File: src/rtl/logic_shift_unit_if.sv
// logic_shift_unit_if: operation/result handshake bundle for logic_shift_unit
interface logic_shift_unit_if #(parameter int WIDTH = 32, parameter int SHAMT_W = 5);
  logic in_valid, in_ready, out_valid, out_ready, busy;
  logic [2:0] op;
  logic [WIDTH-1:0] data_a, data_b, result;
  logic [SHAMT_W-1:0] shamt;
  modport master(output in_valid, op, data_a, data_b, shamt, out_ready, input in_ready, out_valid, result, busy);
  modport slave(input in_valid, op, data_a, data_b, shamt, out_ready, output in_ready, out_valid, result, busy);
endinterface

File: src/rtl/logic_shift_unit.sv
// logic_shift_unit: handshaked NOT/AND/OR/XOR/NOR/SLL/SRA/SRL unit; LU_BARREL_EN selects single-cycle shifts
module logic_shift_unit #(parameter int WIDTH = 32, parameter int SHAMT_W = 5) (
  input logic clock,
  input logic reset_n,
  logic_shift_unit_if.slave bus
);
  typedef enum logic [1:0] {IDLE, SHIFT, DONE} state_t;
  state_t state, next_state;
  logic acc, start_shift, last;
  logic [WIDTH-1:0] a, b, imm, shift_res, step, result;
  assign a = bus.data_a;
  assign b = bus.data_b;
  assign acc = bus.in_valid && bus.in_ready;
`ifdef LU_BARREL_EN
  logic signed [WIDTH-1:0] sra_res;
  assign sra_res = $signed(a) >>> bus.shamt;
  assign shift_res = bus.op == 3'd5 ? a << bus.shamt : bus.op == 3'd6 ? sra_res : a >> bus.shamt;
  assign start_shift = 1'b0;
  assign last = 1'b1;
  assign step = result;
`else
  logic [2:0] op_q;
  logic [WIDTH-1:0] work;
  logic [SHAMT_W-1:0] cnt;
  assign shift_res = a;
  assign start_shift = bus.op >= 3'd5 && |bus.shamt;
  assign last = cnt == SHAMT_W'(1);
  assign step = op_q == 3'd5 ? {work[WIDTH-2:0], 1'b0} : {op_q == 3'd6 && work[WIDTH-1], work[WIDTH-1:1]};
  always_ff @(posedge clock or negedge reset_n)
    if (!reset_n) begin
      op_q <= '0;
      work <= '0;
      cnt <= '0;
    end else if (acc) begin
      op_q <= bus.op;
      work <= a;
      cnt <= bus.shamt;
    end else if (state == SHIFT) begin
      work <= step;
      cnt <= cnt - 1'b1;
    end
`endif
  assign imm = bus.op == 3'd0 ? ~a :
               bus.op == 3'd1 ? a & b :
               bus.op == 3'd2 ? a | b :
               bus.op == 3'd3 ? a ^ b :
               bus.op == 3'd4 ? ~(a | b) : shift_res;
  always_ff @(posedge clock or negedge reset_n)
    if (!reset_n) state <= IDLE;
    else state <= next_state;
  always_comb begin
    next_state = IDLE;
    case (state)
      IDLE: next_state = acc ? (start_shift ? SHIFT : DONE) : IDLE;
      SHIFT: next_state = last ? DONE : SHIFT;
      DONE: next_state = bus.out_ready ? IDLE : DONE;
      default: next_state = IDLE;
    endcase
  end
  always_comb begin
    bus.in_ready = state == IDLE && reset_n;
    bus.out_valid = state == DONE;
    bus.busy = state != IDLE;
  end
  always_ff @(posedge clock or negedge reset_n)
    if (!reset_n) result <= '0;
    else if (acc && !start_shift) result <= imm;
    else if (state == SHIFT && last) result <= step;
  assign bus.result = result;
endmodule

File: src/flat_wrapper.sv
// flat-port wrapper written by rule: the top's interface ports become plain ports
module logic_shift_unit_flat 
#(parameter int WIDTH = 32, parameter int SHAMT_W = 5)
  (clock, reset_n, bus_in_valid, bus_op, bus_data_a, bus_data_b, bus_shamt, bus_out_ready, bus_in_ready, bus_out_valid, bus_result, bus_busy);
  logic_shift_unit_if #(.WIDTH(WIDTH), .SHAMT_W(SHAMT_W)) bus_i ();
  input logic clock;
  input logic reset_n;
  input wire logic [$bits(bus_i.in_valid)-1:0] bus_in_valid;
  input wire logic [$bits(bus_i.op)-1:0] bus_op;
  input wire logic [$bits(bus_i.data_a)-1:0] bus_data_a;
  input wire logic [$bits(bus_i.data_b)-1:0] bus_data_b;
  input wire logic [$bits(bus_i.shamt)-1:0] bus_shamt;
  input wire logic [$bits(bus_i.out_ready)-1:0] bus_out_ready;
  output wire logic [$bits(bus_i.in_ready)-1:0] bus_in_ready;
  output wire logic [$bits(bus_i.out_valid)-1:0] bus_out_valid;
  output wire logic [$bits(bus_i.result)-1:0] bus_result;
  output wire logic [$bits(bus_i.busy)-1:0] bus_busy;
  assign bus_i.in_valid = bus_in_valid;
  assign bus_i.op = bus_op;
  assign bus_i.data_a = bus_data_a;
  assign bus_i.data_b = bus_data_b;
  assign bus_i.shamt = bus_shamt;
  assign bus_i.out_ready = bus_out_ready;
  assign bus_in_ready = bus_i.in_ready;
  assign bus_out_valid = bus_i.out_valid;
  assign bus_result = bus_i.result;
  assign bus_busy = bus_i.busy;
  logic_shift_unit #(.WIDTH(WIDTH), .SHAMT_W(SHAMT_W)) u_core (.clock(clock), .reset_n(reset_n), .bus(bus_i));
endmodule
File: config.mk
export PLATFORM = sky130hd
export DESIGN_NAME = logic_shift_unit_flat
export DESIGN_NICKNAME = d
export VERILOG_FILES = /design/src/rtl/logic_shift_unit_if.sv /design/src/rtl/logic_shift_unit.sv /design/src/flat_wrapper.sv
export SDC_FILE = /design/constraint.sdc
export NUM_CORES = 1
export LEC_CHECK = 0
export BUFFER_PORTS_ARGS = -buffer_cell sky130_fd_sc_hd__buf_2
export CAP_MARGIN = 15
export CORE_ASPECT_RATIO = 1.25
export CORE_MARGIN = 5
export CORE_UTILIZATION = 50
export DETAILED_ROUTE_END_ITERATION = 10
export PLACE_DENSITY = 0.73
export SYNTH_ARGS = -nofsm -noshare
export SYNTH_HDL_FRONTEND = slang
export SYNTH_SLANG_ARGS = --single-unit
File: constraint.sdc
create_clock -name clock -period 2.2 [get_ports clock]
set_input_delay 0.44 -clock clock [delete_from_list [all_inputs] [get_ports clock]]
set_output_delay 0.44 -clock clock [all_outputs]
set_load 0.02 [all_outputs]
* Yosys cells after proc, flatten, opt, wreduce, memory -nomap -nowiden
Cells that the tools add are included.
** Operators by class
- Add/subtract/negate cells :: 1
- $lt $le $gt $ge :: 1
- Equality and inequality tests :: 9
- Multiplexer cells :: 17
- Bitwise operators :: 5
- Reduce and logical (&&, ||, !) cells :: 13
** Operators with widths (count)
- $mux 32 :: 10
- $not 32->32 :: 2
- $and 32x32->32 :: 1
- $or 32x32->32 :: 1
- $xor 32x32->32 :: 1
- $mux 5 :: 2
- $eq 3x3->1 const B :: 3
- $mux 2 :: 4
- $eq 3x2->1 const B :: 2
- $logic_and 1x1->1 :: 6
- $pmux 2 s3 :: 1
- $reduce_bool 2->1 :: 3
- $eq 5x1->1 const B :: 1
- $reduce_or 5->1 :: 1
- $sub 5x1->5 const B :: 1
- $eq 3x1->1 const B :: 1
- $ge 3x3->1 const B :: 1
- $logic_not 3->1 :: 1
- $eq 2x1->1 const B :: 1
- $eq 2x2->1 const B :: 1
- $logic_not 2->1 :: 1
- $logic_not 1->1 :: 1
** Word-level totals
- Flip-flop bits (word level) :: 74
- Input bits :: 76
- Output and inout port bits :: 35
- Logic and storage cells :: 51

* Logic depth before layout (Yosys ltp)
- Depth in word-level cells :: 8
- Depth in mapped cells :: 9
- Gate-level depth less buffers :: 7

* Worst setup path before layout
OpenSTA, ideal clock, no wires.
- Kind :: flip-flop to flip-flop
- Start point :: reg u_core.state[0]
- End point :: reg u_core.result[13] (netlist: u_core.bus.result[13])
- Arrival time :: 1.950 ns
- Data required time :: 2.071 ns
- Slack :: 0.121 ns
- Cell stages (with the launch flop) :: 8
- Clock period less this slack :: 2.079 ns
- Path through :: dfrtp_1 -> nor3b_1 -> and2_1 -> buf_4 -> and2b_1 -> buf_2 -> clkbuf_2 -> o21ai_0
** Between the ends
- Cells in the longest elaborated chain, start to end :: 5
- Elaborated cells between the ends (all ways) :: 8
- Those cells by class :: eq/ne: 1; mux: 1; reduce/logical: 6
** RTL lines
- start, declared :: RTL line logic_shift_unit.sv:8 : state_t state, next_state;
- start signal, assigned :: RTL line logic_shift_unit.sv:50 : else state <= next_state;
- $logic_not 2->1 (*) :: RTL line logic_shift_unit.sv:61 : bus.in_ready = state == IDLE && reset_n;
- $logic_and 1x1->1 (*) :: RTL line logic_shift_unit.sv:61
- named net bus_in_ready :: RTL line flat_wrapper.sv:14 : output wire logic [$bits(bus_i.in_ready)-1:0] bus_in_ready;
- $logic_and 1x1->1 (*) :: RTL line logic_shift_unit.sv:13 : assign acc = bus.in_valid && bus.in_ready;
- $logic_and 1x1->1 (*) :: RTL line logic_shift_unit.sv:67 : else if (acc && !start_shift) result <= imm;
- $mux 32 or $reduce_bool 2->1 (tied branches)
- end signal, assigned :: RTL line logic_shift_unit.sv:67
- end signal, assigned :: RTL line logic_shift_unit.sv:68 : else if (state == SHIFT && last) result <= step;
- end, declared :: RTL line logic_shift_unit.sv:10 : logic [WIDTH-1:0] a, b, imm, shift_res, step, result;
The timed path passes the listed nets; every way through them passes the cells marked *.
A chain may end at the register's enable or synchronous reset.

* Worst setup path after layout
- Start point :: reg u_core.cnt[1]
- End point :: reg u_core.result[9] (netlist: u_core.bus.result[9])
** Between the ends
- Cells in the longest elaborated chain, start to end :: 3
** RTL lines
- start, declared :: RTL line logic_shift_unit.sv:24 : logic [SHAMT_W-1:0] cnt;
- start signal, assigned :: RTL line logic_shift_unit.sv:37 : cnt <= bus.shamt;
- start signal, assigned :: RTL line logic_shift_unit.sv:40 : cnt <= cnt - 1'b1;
- $eq 5x1->1 :: RTL line logic_shift_unit.sv:27 : assign last = cnt == SHAMT_W'(1);
- $logic_and 1x1->1 :: RTL line logic_shift_unit.sv:68
- $reduce_bool 2->1 (no source line)
Every way passes these cells.

==> results by group <==
Die
  • Total Die Area: ~14000 um^2
  • Io pins: about 110
  • Die Width: about 110 um
  • Core Area: ~12000 um^2
  • Die Y: around 130 um
  • Starting Density: a little over 50%
  • Num rows: between 40 and 50

STA
  • Fmax: just under 500 MHz
  • Worst rel slew slack: between 60% and 70%
  • Setup TNS: 0 ps
  • Setup Viol. Count Final: 0
  • Fin worst setup slack: 146 ps
  • Worst Skew: 7.79 ps
  • Final min period: 2050 ps
  • Final hold violations: 0
  • Slew Viols, Final: 0
  • Slew @ Worst Pin: 497 ps
  • RSZ-0062 raised after global routing: false
  • Period utilization: 93.4%

Setup path
  • Kind of end point of the critical path: flop
  • Critical Path RT: 2450 ps
  • Crit-path max FO: 34
  • CP Launch Type: flop
  • CP Class: flop to flop
  • Worst Path Arrival: between 2000 and 2500 ps

Drt
  • Met2 WL: around 8400 um
  • Antenna Nets Post-Route: 0
  • Via/cell ratio: approximately 5.8
  • Wirelength per Cell: between 15 and 20 um
  • First-pass DRT Iterations: 6
  • Met3 routed WL: between 800 and 900 um
  • Initial drt markers: between 200 and 300
  • Routed wire length: 16500 um
  • M1 WL: ~6700 um
  • # DRC: 0
  • DR vias: between 5000 and 6000
  • Max Used Layer: met4

Placed design
  • Cell area after placement: approximately 6600 um^2
  • DP HPWL: between 10000 and 15000 um
  • Place WS: just over 90 ps
  • GPL Wtd Cong: around 0.84
  • Port buffer count: 110

Logic synthesis
  • Synth Flop Type: dfrtp_1
  • Syn nets: a little under 900
  • Seq/Total Area, Yosys: a little under a third
  • Synth cell types: 40
  • Synthesized instance count: 733
  • Synth warnings: 0
  • EDFF count, synth: 0
  • Async S/R FF share, synth: 100%
  • Syn_area_per_cell: ~8.1 um^2
  • Mapped cell area: 5930 um^2
  • Count of state elements after synthesis: 74

Final layout
  • Commonest non-fill, non-tap cells in the layout: buf_2 (109), inv_1 (99), o21ai_0 (78)
  • Layout area overhead: 18.3%
  • Most common library cell in the layout ignoring fill and taps: buf_2
  • Layout cells sized above 1: a little under 20%
  • # nets final: roughly 970
  • FILL cells: about 1100
  • Final Util: 60.4%
  • Final Cell Area: ~7000 um^2

Clock network
  • Post-CTS setup buffer count: 0
  • H-tree Lvls: 3
  • CTS Buf Count: 9
  • CTS Buffer Depth: 2
  • Worst-path clk slew: ~60 ps
  • Skew-Pair Late Insertion Delay: around 330 ps
  • PostCTS Resize Cnt: 0
  • Clock root cell: clkbuf_16
  • Clk sinks: 74
  • CTS tree: yes
  • Post-CTS Hold Buffers: 0

Pwr
  • Worst vdd ir: a little under 0.5 mV
  • Leakage: around 3.6 nW
  • PD cells: roughly 1100 nW/um^2

Hold path
  • Hold Path Class: input port to asynchronous set/reset pin

Global routing
  • Total GRT Usage: a little under a quarter
  • Total gr overflow: 0
  • Initial antenna violation count: 1
  • Vias in the first global route: between 5000 and 6000
  • Largest net degree at the start of global routing: 40
  • First-pass GRT wire length: 27700 um

Flow run
  • MaxCap Viol Count: 0

Run status
  • Status: complete, no violations
## logic make-up after synthesis
logic type | count (synthesis) | share of synthesized area, %
muxes | 33 | 5.63
buffers and inverters | 156 | 10.8
AOI/OAI and AO/OA | 303 | 30.9
adders and majority gates | 66 | 13.9
and+or+nand+nor | 100 | 7.36
xor gates and xnor gates | 1 | 0.148
DFF | 74 | 31.2
## layer usage
metal  up-vias  global-route usage, %
met5         -                      0
li1       2771                      -
met1      2796                   29.1
met3        28                   3.58
met2       155                   40.8
met4         0                   9.96
## registers in the layout (all words and copies together), names as in the netlist
name / count
u_core.bus.result: 32
u_core.work: 32
u_core.state: 2
u_core.op_q: 3
u_core.cnt: 5
## Yosys cell counts, types with 4 or more instances
| master | instances | area, um^2 |
|---|---|---|
| inv_1 | 99 | 372 |
| o21ai_0 | 80 | 400 |
| dfrtp_1 | 74 | 1850 |
| nor2_1 | 72 | 270 |
| a21oi_1 | 71 | 355 |
| ha_1 | 66 | 826 |
| o22ai_1 | 61 | 382 |
| clkbuf_1 | 33 | 124 |
| a22oi_1 | 32 | 240 |
| mux2i_1 | 30 | 300 |
| o22a_1 | 30 | 263 |
| o21ai_1 | 18 | 90.1 |
| buf_2 | 14 | 70.1 |
| nand2_1 | 7 | 26.3 |
| buf_1 | 4 | 15.0 |
| buf_6 | 4 | 45.0 |
| nor3_1 | 4 | 20.0 |
## final timing paths
check                                startpoint                    end  slack (ps)  cells after the start
worst max-delay path              u_core.cnt[1]   u_core.bus.result[9]         150                      8
worst min-delay path                    reset_n  u_core.bus.result[11]         200                      2
worst max register to register    u_core.cnt[1]   u_core.bus.result[9]         150                      8
worst min register to register  u_core.work[19]        u_core.work[19]         540                      2
max in group asynchronous               reset_n         u_core.work[3]        1110                      3
min in group clock                 bus_shamt[0]          u_core.cnt[0]         360                      2
## worst max-delay path, cell delays in order (launching register included)
cell and delay [ps]:
dfrtp_1 380, inv_1 100, ha_1 150, or4b_1 460, or2_2 350, buf_8 190, nor2_1 110, a21oi_1 40
o21ai_0 170
## cell type report
class                   instances  area (um^2)  area share (%)
diodes                          1         2.50          0.0357
clock buffers                  11          253            3.60
clock inverters                 5          100            1.43
inverters                      99          372            5.30
multi-input cells             503         3450            49.2
flip-flops and latches         74         1850            26.4
well taps                     161          201            2.87
repair buffers                138          783            11.2
## report_power, final
part           switching [W]  internal [W]
Sequential          0.000555       0.00203
Clock               0.000563       0.00117
Combinational        0.00189       0.00127
## through the flow
step / hold WS [ps] / cells / total power (W)
global placement: 513 / 975 / 0.00556
global route: 235 / 992 / 0.00802
floorplan: 144 / 733 / 0.00467
finish: 204 / 992 / 0.00749
detailed placement: 525 / 975 / 0.00572
CTS: 214 / 991 / 0.00747
No activity file was read; power rests on OpenSTA's default activity.
